--- config.mk ---
export PLATFORM = sky130hd
export DESIGN_NAME = pipeline_control
export DESIGN_NICKNAME = d
export VERILOG_FILES = /design/src/rtl/pipeline_control.sv
export SDC_FILE = /design/constraint.sdc
export NUM_CORES = 1
export LEC_CHECK = 0
export BUFFER_PORTS_ARGS = -buffer_cell sky130_fd_sc_hd__buf_2
export CAP_MARGIN = 20
export CORE_MARGIN = 1
export CORE_UTILIZATION = 46
export DETAILED_ROUTE_END_ITERATION = 6
export PLACE_DENSITY_LB_ADDON = 0.05
export SKIP_LAST_GASP = 1
export SYNTH_ARGS = -nofsm -noshare
export SYNTH_HDL_FRONTEND = slang
export SYNTH_SLANG_ARGS = --single-unit
--- constraint.sdc ---
create_clock -name clk -period 2.3 [get_ports clk]
set_input_delay 0.23 -clock clk [delete_from_list [all_inputs] [get_ports clk]]
set_output_delay 0.23 -clock clk [all_outputs]
set_load 0.02 [all_outputs]
--- src/rtl/pipeline_control.sv ---
// Stall/flush sequencer for the 5-stage pipeline: load-use, redirect, mul/div occupancy, dmem wait with timeout.
// Latency: stall/flush/redirect/go are combinational from inputs + FSM state; bus_error is registered (1 cycle).
// Backpressure: a pending dmem access freezes IF..MEM; an in-flight mul/div freezes IF..EX and bubbles MEM.
module pipeline_control #(
  parameter int MEM_TIMEOUT = 16,
  parameter int CNT_W       = 32
) (
  input  logic             clk,
  input  logic             rst,
  input  logic [4:0]       rs1_addr_decode,
  input  logic [4:0]       rs2_addr_decode,
  input  logic             rs1_used_decode,
  input  logic             rs2_used_decode,
  input  logic [4:0]       rd_addr_execute,
  input  logic             mem_read_execute,
  input  logic             branch_taken_execute,
  input  logic             muldiv_req_execute,
  input  logic             muldiv_done,
  input  logic             dmem_req_mem,
  input  logic             dmem_ack,
  output logic             stall_fetch,
  output logic             stall_decode,
  output logic             stall_execute,
  output logic             stall_mem,
  output logic             flush_decode,
  output logic             flush_execute,
  output logic             flush_mem,
  output logic             flush_wb,
  output logic             pc_redirect,
  output logic             muldiv_go,
  output logic             bus_error,
  output logic [CNT_W-1:0] perf_stall_cycles
);

  // Wide enough to hold MEM_TIMEOUT-1 without wrapping.
  localparam int TW = $clog2(MEM_TIMEOUT + 1);

  typedef enum logic {MEM_IDLE, MEM_WAIT} mem_state_e;
  typedef enum logic {MD_IDLE, MD_BUSY} md_state_e;

  mem_state_e       mem_state_q, mem_state_d;
  md_state_e        md_state_q, md_state_d;
  logic [TW-1:0]    tcnt_q, tcnt_d;
  logic             bus_error_q, bus_error_d;
  logic [CNT_W-1:0] perf_q, perf_d;

  logic timeout;
  logic mem_stall;
  logic md_stall;
  logic load_use;

  // Memory wait FSM: tracks how long the MEM access has been waiting and abandons it at the limit.
  always_comb begin
    mem_state_d = mem_state_q;
    tcnt_d      = tcnt_q;
    timeout     = (mem_state_q == MEM_WAIT) && (tcnt_q == TW'(MEM_TIMEOUT - 1));
    mem_stall   = dmem_req_mem && !dmem_ack && !timeout;
    // Only a genuinely unanswered access counts as an error; a late ack on the last cycle still wins.
    bus_error_d = timeout && dmem_req_mem && !dmem_ack;
    case (mem_state_q)
      MEM_IDLE: begin
        if (mem_stall) begin
          mem_state_d = MEM_WAIT;
          tcnt_d      = TW'(1);
        end
      end
      MEM_WAIT: begin
        if (mem_stall) begin
          tcnt_d = tcnt_q + TW'(1);
        end else begin
          // Ack, timeout, or the request going away all end the wait.
          mem_state_d = MEM_IDLE;
          tcnt_d      = '0;
        end
      end
      default: begin
        mem_state_d = MEM_IDLE;
        tcnt_d      = '0;
      end
    endcase
  end

  // Mul/div FSM: one launch pulse per instruction, then hold EX until the unit reports done.
  always_comb begin
    md_state_d = md_state_q;
    muldiv_go  = 1'b0;
    case (md_state_q)
      MD_IDLE: begin
        // Launch is held off while MEM is frozen so the op is not started twice.
        muldiv_go = muldiv_req_execute && !mem_stall;
        if (muldiv_go && !muldiv_done) begin
          md_state_d = MD_BUSY;
        end
      end
      MD_BUSY: begin
        // done is consumed here even if a MEM stall masks the mul/div outputs.
        if (muldiv_done) begin
          md_state_d = MD_IDLE;
        end
      end
      default: md_state_d = MD_IDLE;
    endcase
    md_stall = (muldiv_go || (md_state_q == MD_BUSY)) && !muldiv_done;
  end

  // Load-use detection: x0 is never a real dependence.
  always_comb begin
    load_use = mem_read_execute && (rd_addr_execute != 5'd0) &&
               ((rs1_used_decode && (rs1_addr_decode == rd_addr_execute)) ||
                (rs2_used_decode && (rs2_addr_decode == rd_addr_execute)));
  end

  // Hazard priority: mem wait > mul/div > taken branch > load-use.
  always_comb begin
    stall_fetch   = 1'b0;
    stall_decode  = 1'b0;
    stall_execute = 1'b0;
    stall_mem     = 1'b0;
    flush_decode  = 1'b0;
    flush_execute = 1'b0;
    flush_mem     = 1'b0;
    flush_wb      = 1'b0;
    pc_redirect   = 1'b0;
    if (mem_stall) begin
      stall_fetch   = 1'b1;
      stall_decode  = 1'b1;
      stall_execute = 1'b1;
      stall_mem     = 1'b1;
      flush_wb      = 1'b1;
    end else if (md_stall) begin
      stall_fetch   = 1'b1;
      stall_decode  = 1'b1;
      stall_execute = 1'b1;
      flush_mem     = 1'b1;
    end else if (branch_taken_execute) begin
      // The ID instruction is wrong-path, so any load-use on it is moot.
      pc_redirect   = 1'b1;
      flush_decode  = 1'b1;
      flush_execute = 1'b1;
    end else if (load_use) begin
      stall_fetch   = 1'b1;
      stall_decode  = 1'b1;
      flush_execute = 1'b1;
    end
  end

  // Saturating count of front-end stall cycles.
  always_comb begin
    perf_d = perf_q;
    if (stall_fetch && !(&perf_q)) begin
      perf_d = perf_q + CNT_W'(1);
    end
  end

  // State registers with synchronous reset.
  always_ff @(posedge clk) begin
    if (rst) begin
      mem_state_q <= MEM_IDLE;
      md_state_q  <= MD_IDLE;
      tcnt_q      <= '0;
      bus_error_q <= 1'b0;
      perf_q      <= '0;
    end else begin
      mem_state_q <= mem_state_d;
      md_state_q  <= md_state_d;
      tcnt_q      <= tcnt_d;
      bus_error_q <= bus_error_d;
      perf_q      <= perf_d;
    end
  end

  assign bus_error         = bus_error_q;
  assign perf_stall_cycles = perf_q;

endmodule

* Yosys cells after proc, flatten, opt, wreduce, memory -nomap -nowiden
Index checks and enable logic that the tools add are counted.
W data, S select, Z words.
** Storage, ports and cells
- Bits of input ports :: 25
- Memories :: 0
- Memory bits (read-only) :: 0
- RAM bits :: 0
- Bits in latches :: 0
- Output and inout port bits :: 43
- Register bits after elaboration :: 40
- Logic and storage cells :: 56
** Cells by class
- Multiplexer cells :: 21
- Equal/unequal tests :: 4
- Bitwise logic cells :: 2
- Add/subtract/negate cells :: 2
- Shift-type cells :: 0
- Multiply operators :: 0
- Reduce and logical (&&, ||, !) cells :: 22
- $lt $le $gt $ge :: 0
- Div/mod/pow operators :: 0
** Operators by type and width (count)
- $add A32 B1 Y32 const B :: 1
- $reduce_and A32 Y1 :: 1
- $mux W1 :: 17
- $logic_and A1 B1 Y1 :: 13
- $eq A5 B5 Y1 :: 2
- $mux W5 :: 2
- $pmux W5 S2 :: 1
- $add A5 B1 Y5 const B :: 1
- $eq A5 B4 Y1 const B :: 1
- $logic_not A1 Y1 :: 5
- $reduce_bool A5 Y1 :: 1
- $logic_or A1 B1 Y1 :: 2
- $ne A2 B2 Y1 const B :: 1
- $not A1 Y1 :: 2
- $pmux W1 S2 :: 1

* Logic depth before layout (Yosys ltp)
- Depth in word-level cells :: 12
- Depth in mapped cells :: 11
- Gate-level depth less buffers :: 9

* Least setup slack after synthesis
No wires, ideal clock.
- Path kind :: register to register
- Start :: register tcnt_q[0]
- End :: register perf_q[24] (netlist: perf_stall_cycles[24])
- Stages on the path, launching flop included :: 11
- Clock period less this slack :: 2314 ps
- Data required time :: 2177 ps
- Arrival :: 2191 ps
- Path buffers :: 1
- Setup slack :: -14 ps
- Library setup time :: 123 ps
- Cell sequence :: dfxtp_1 ha_1 and3_1 ha_1 nand2_1 nand2_1 nand2_1 a22oi_2 buf_6 nor4b_2 mux2_1
** On the way
- Longest elaborated chain between the ends :: 12
** Ends and longest elaborated chain
- from (decl) :: line 43 : logic [TW-1:0] tcnt_q, tcnt_d;
- from (signal assigned) :: line 166 : tcnt_q <= tcnt_d;
- $eq A5 B4 Y1 * :: line 56 : timeout = (mem_state_q == MEM_WAIT) && (tcnt_q == TW'(MEM_TIMEOUT - 1));
- $logic_and A1 B1 Y1 * :: line 56
- $logic_not A1 Y1 * :: line 57 : mem_stall = dmem_req_mem && !dmem_ack && !timeout;
- $logic_and A1 B1 Y1 * :: line 57
- $logic_not A1 Y1 :: line 90 : muldiv_go = muldiv_req_execute && !mem_stall;
- $logic_and A1 B1 Y1 :: line 90
- $mux W1 :: line 87 : case (md_state_q)
- $logic_or A1 B1 Y1 :: line 103 : md_stall = (muldiv_go || (md_state_q == MD_BUSY)) && !muldiv_done;
- $logic_and A1 B1 Y1 :: line 103
- $mux W1 :: line 130 : end else if (md_stall) begin
- $mux W1 * :: line 124 : if (mem_stall) begin
- $logic_and A1 B1 Y1 * :: line 150 : if (stall_fetch && !(&perf_q)) begin
- to (signal assigned) :: line 168 : perf_q <= perf_d;
- to (decl) :: line 45 : logic [CNT_W-1:0] perf_q, perf_d;
Every way passes the cells marked *; elsewhere a longest branch is shown, timed or not.
A chain may end at the register's enable or synchronous reset.

* Final worst setup path
- Start :: register perf_q[31] (netlist: perf_stall_cycles[31])
- End :: register perf_q[5] (netlist: perf_stall_cycles[5])
** On the way
- Longest elaborated chain between the ends :: 3
** Ends and longest elaborated chain (line)
- $reduce_and A32 Y1 :: 150
- $logic_not A1 Y1 :: 150
- $logic_and A1 B1 Y1 :: 150
No other way between the ends.

==> key figures <==
Floorplan
  – Placement Rows: 25
  – Die Y: around 70 um
  – Initial Util: 0.479
  – Die ar.: about 5200 sq um
  – Die span in x: 72.1 um
  – Core Footprint: roughly 4700 sq um
  – I/O pins: between 60 and 70

CTS
  – Skew-Pair Late Insertion Delay: a little under 300 ps
  – Clock Path Buffers: 2
  – Reg clk slew, reported paths: approximately 80 ps
  – Hold buffer count at cts: 0
  – Root Buffer: clkbuf_8
  – CTS tree: done
  – # clock sinks: 40
  – H-tree levels: 2
  – Number of CTS-inserted buffers: 5

Detailed routing
  – Vias per inst: 5.46
  – DRT iter0 DRCs: about 120
  – Antenna Nets Post-Route: 0
  – First drt pass iteration count: 6
  – Post-Route WL: just under 6000 um
  – Drt wl/cell: roughly 14 um
  – Via Count: between 2000 and 2500
  – Post-route DRC: 2

Worst setup path
  – CP required: approximately 2500 ps
  – Crit-path max FO: 7
  – Slowest stage delay, CP: 450 ps
  – CP endpoint kind: flip-flop
  – WS Path Type: reg2reg
  – Most used cell, CP: buf_6
  – Worst Path Buf+Inv: 2
  – Max stage delay cell, worst path: dfxtp_1
  – CP startpoint kind: flip-flop
  – Worst path cell trace: nand4_1 -> nor4_4 -> nand2_1 -> a22oi_4 -> buf_6 -> buf_6 -> o21ai_0 -> a21oi_1
  – Top delay family on crit path: simple AND/OR/NAND/NOR gates
  – Worst EP arrival: 2430 ps

Power and ir drop
  – Peak supply drop: roughly 0.21 mV
  – PwrDens: 472 nW/um^2
  – LEAKAGE: 1.25 nW

Synthesis
  – Cells after Synth: between 200 and 300
  – Cell taking the most area after synthesis: dfxtp_1
  – Share of the synthesized area in the top cell type: 0.354
  – Synth cell types: 44
  – Ys Warns: 0
  – Flops & latches, synth: 40
  – Most instantiated cells after synthesis: dfxtp_1, a21oi_1, nor2_1
  – Post-synthesis sequential area ratio: 0.354
  – Main flop type after synthesis: dfxtp_1
  – Syn nets: 300
  – Mapped Area: approximately 2300 sq um
  – EDFF count, synth: 0
  – Async SR Flop Fraction: 0
  – Synth Area per Inst: around 8.3 sq um
  – Count leader, synth: dfxtp_1
  – Top cells by area, synth: dfxtp_1, a21oi_1, or3_1

STA
  – Tmin final: 2220 ps
  – Final Hold Vio Count: 0
  – Worst-Margin Slew: between 700 and 800 ps
  – Final setup fails: 0
  – Clock Skew: a little under 9 ps
  – Tcrit/Tclk final: 0.966
  – Maximum operating frequency: about 450 MHz
  – RSZ-0062 raised after global routing: true
  – Final Max Slew Viols: 0
  – Slew HR: 0.517

GRT
  – First-pass GRT wire length: between 9000 and 10000 um
  – Vias in the first global route: 2057
  – Initial antenna violation count: 0
  – Overflow after GRT: 0
  – Pin count of the biggest net entering global routing: 40
  – GRT Overall Usage: 0.220

Finish
  – Post-Layout Cell Count: between 400 and 500
  – ANT cells: 0
  – Layout cells sized above 1: 0.359
  – Final Instance Area: 3010 sq um
  – # fillers: about 430
  – Final net count: slightly below 400
  – Layout area overhead: 33.2%

Flow run
  – Max capacitance violation total: 0

Run status
  – Outcome: complete, but fails checks
  – Failing checks: DRC

Placement
  – HPWL after DPL: ~3900 um
  – IO Port Bufs: between 60 and 70
  – Placed inst area: 2710 sq um
  – RePlAce Congestion: approximately 0.84
  – Placed insts: between 400 and 500

Min path
  – Min-delay worst type: in2reg
==> routing by layer <==
metal | share of wire | GRT usage | wire (um)
met3 | 0.034 | 0.0417 | 195
met4 | 0.010 | 0.0566 | 58
met5 | 0 | 0 | 0
met2 | 0.50 | 0.372 | 2880
met1 | 0.46 | 0.288 | 2660
==> per-stage QoR <==
stage / hold slack, ps / utilization / worst slack (ps) / power [mW] / setup TNS [ps]
after floorplan: 309 / - / 70.9 / 0.844 / 0
after global placement: 412 / 0.573 / 75.6 / 0.902 / 0
after detailed placement: 420 / 0.573 / 41.6 / 0.905 / 0
after CTS: 113 / 0.593 / 17.0 / 1.39 / 0
after global routing: 112 / 0.638 / -67.0 / 1.49 / -398
final: 118 / 0.638 / 79.1 / 1.42 / 0
==> kinds of logic (layout without fill, tap and decap cells) <==
kind of cell    count (synthesis)  count (layout)  synth area share
mux                             7               7            0.0343
buf+inv                        20             106            0.0553
simple gates                  127             127             0.327
compound gates                 64              65             0.170
fa+ha+maj                       3               3            0.0166
xor+xnor                       11              11            0.0426
flops                          40              40             0.354
==> flip-flops by register name, summed over array words and instances (netlist names) <==
name / count
perf_stall_cycles: 32
tcnt_q: 5
bus_error: 1
md_state_q: 1
mem_state_q: 1
==> layout by cell type (no fill, tap or decap), types with 2 or more instances in the layout <==
master	Yosys	routed
or3_1	19	19
o21ai_1	0	2
nor4_1	3	2
nor2_1	25	25
nor4_4	1	2
dfxtp_2	0	3
nor3_1	4	4
nand3_1	12	12
or4_1	9	9
buf_2	1	68
mux2_2	5	5
nand4_1	15	15
nand4_2	2	2
xnor2_1	10	10
o31ai_1	7	6
and3_1	7	7
clkbuf_16	0	2
nor2b_1	7	7
clkbuf_8	0	6
buf_6	5	4
a22oi_2	1	2
inv_1	6	6
a21oi_1	30	29
buf_4	3	17
o21ai_0	19	17
dfxtp_1	40	37
nand2_1	15	13
==> timing repair <==
item,4_1_cts,5_1_grt
setup endpoints to repair,0,18
resized for setup,0,23
setup buffers,0,6
==> final timing paths <==
path | cells after the start | slack (ps) | startpoint | endpoint
worst max register to register | 8 | 80 | perf_stall_cycles[31] | perf_stall_cycles[5]
worst max-delay path | 8 | 80 | perf_stall_cycles[31] | perf_stall_cycles[5]
worst min register to register | 2 | 490 | tcnt_q[4] | tcnt_q[4]
worst min-delay path | 2 | 120 | muldiv_done | md_state_q
==> report_power, final <==
group | internal [mW] | switching, mW
registers | 0.701 | 0.00738
clock network | 0.244 | 0.241
logic | 0.106 | 0.123
total | 1.05 | 0.371
==> area by class of cell <==
cell class	instances	area, sq um	area share
clock buffer	7	86.3	0.0286
clock inverter	1	7.51	0.00249
inverter	6	22.5	0.00747
multi-input combinational	213	1430	0.473
sequential	40	805	0.267
tap	67	83.8	0.0278
timing repair buffer	92	583	0.193
Power figures use the tool's default switching activity.
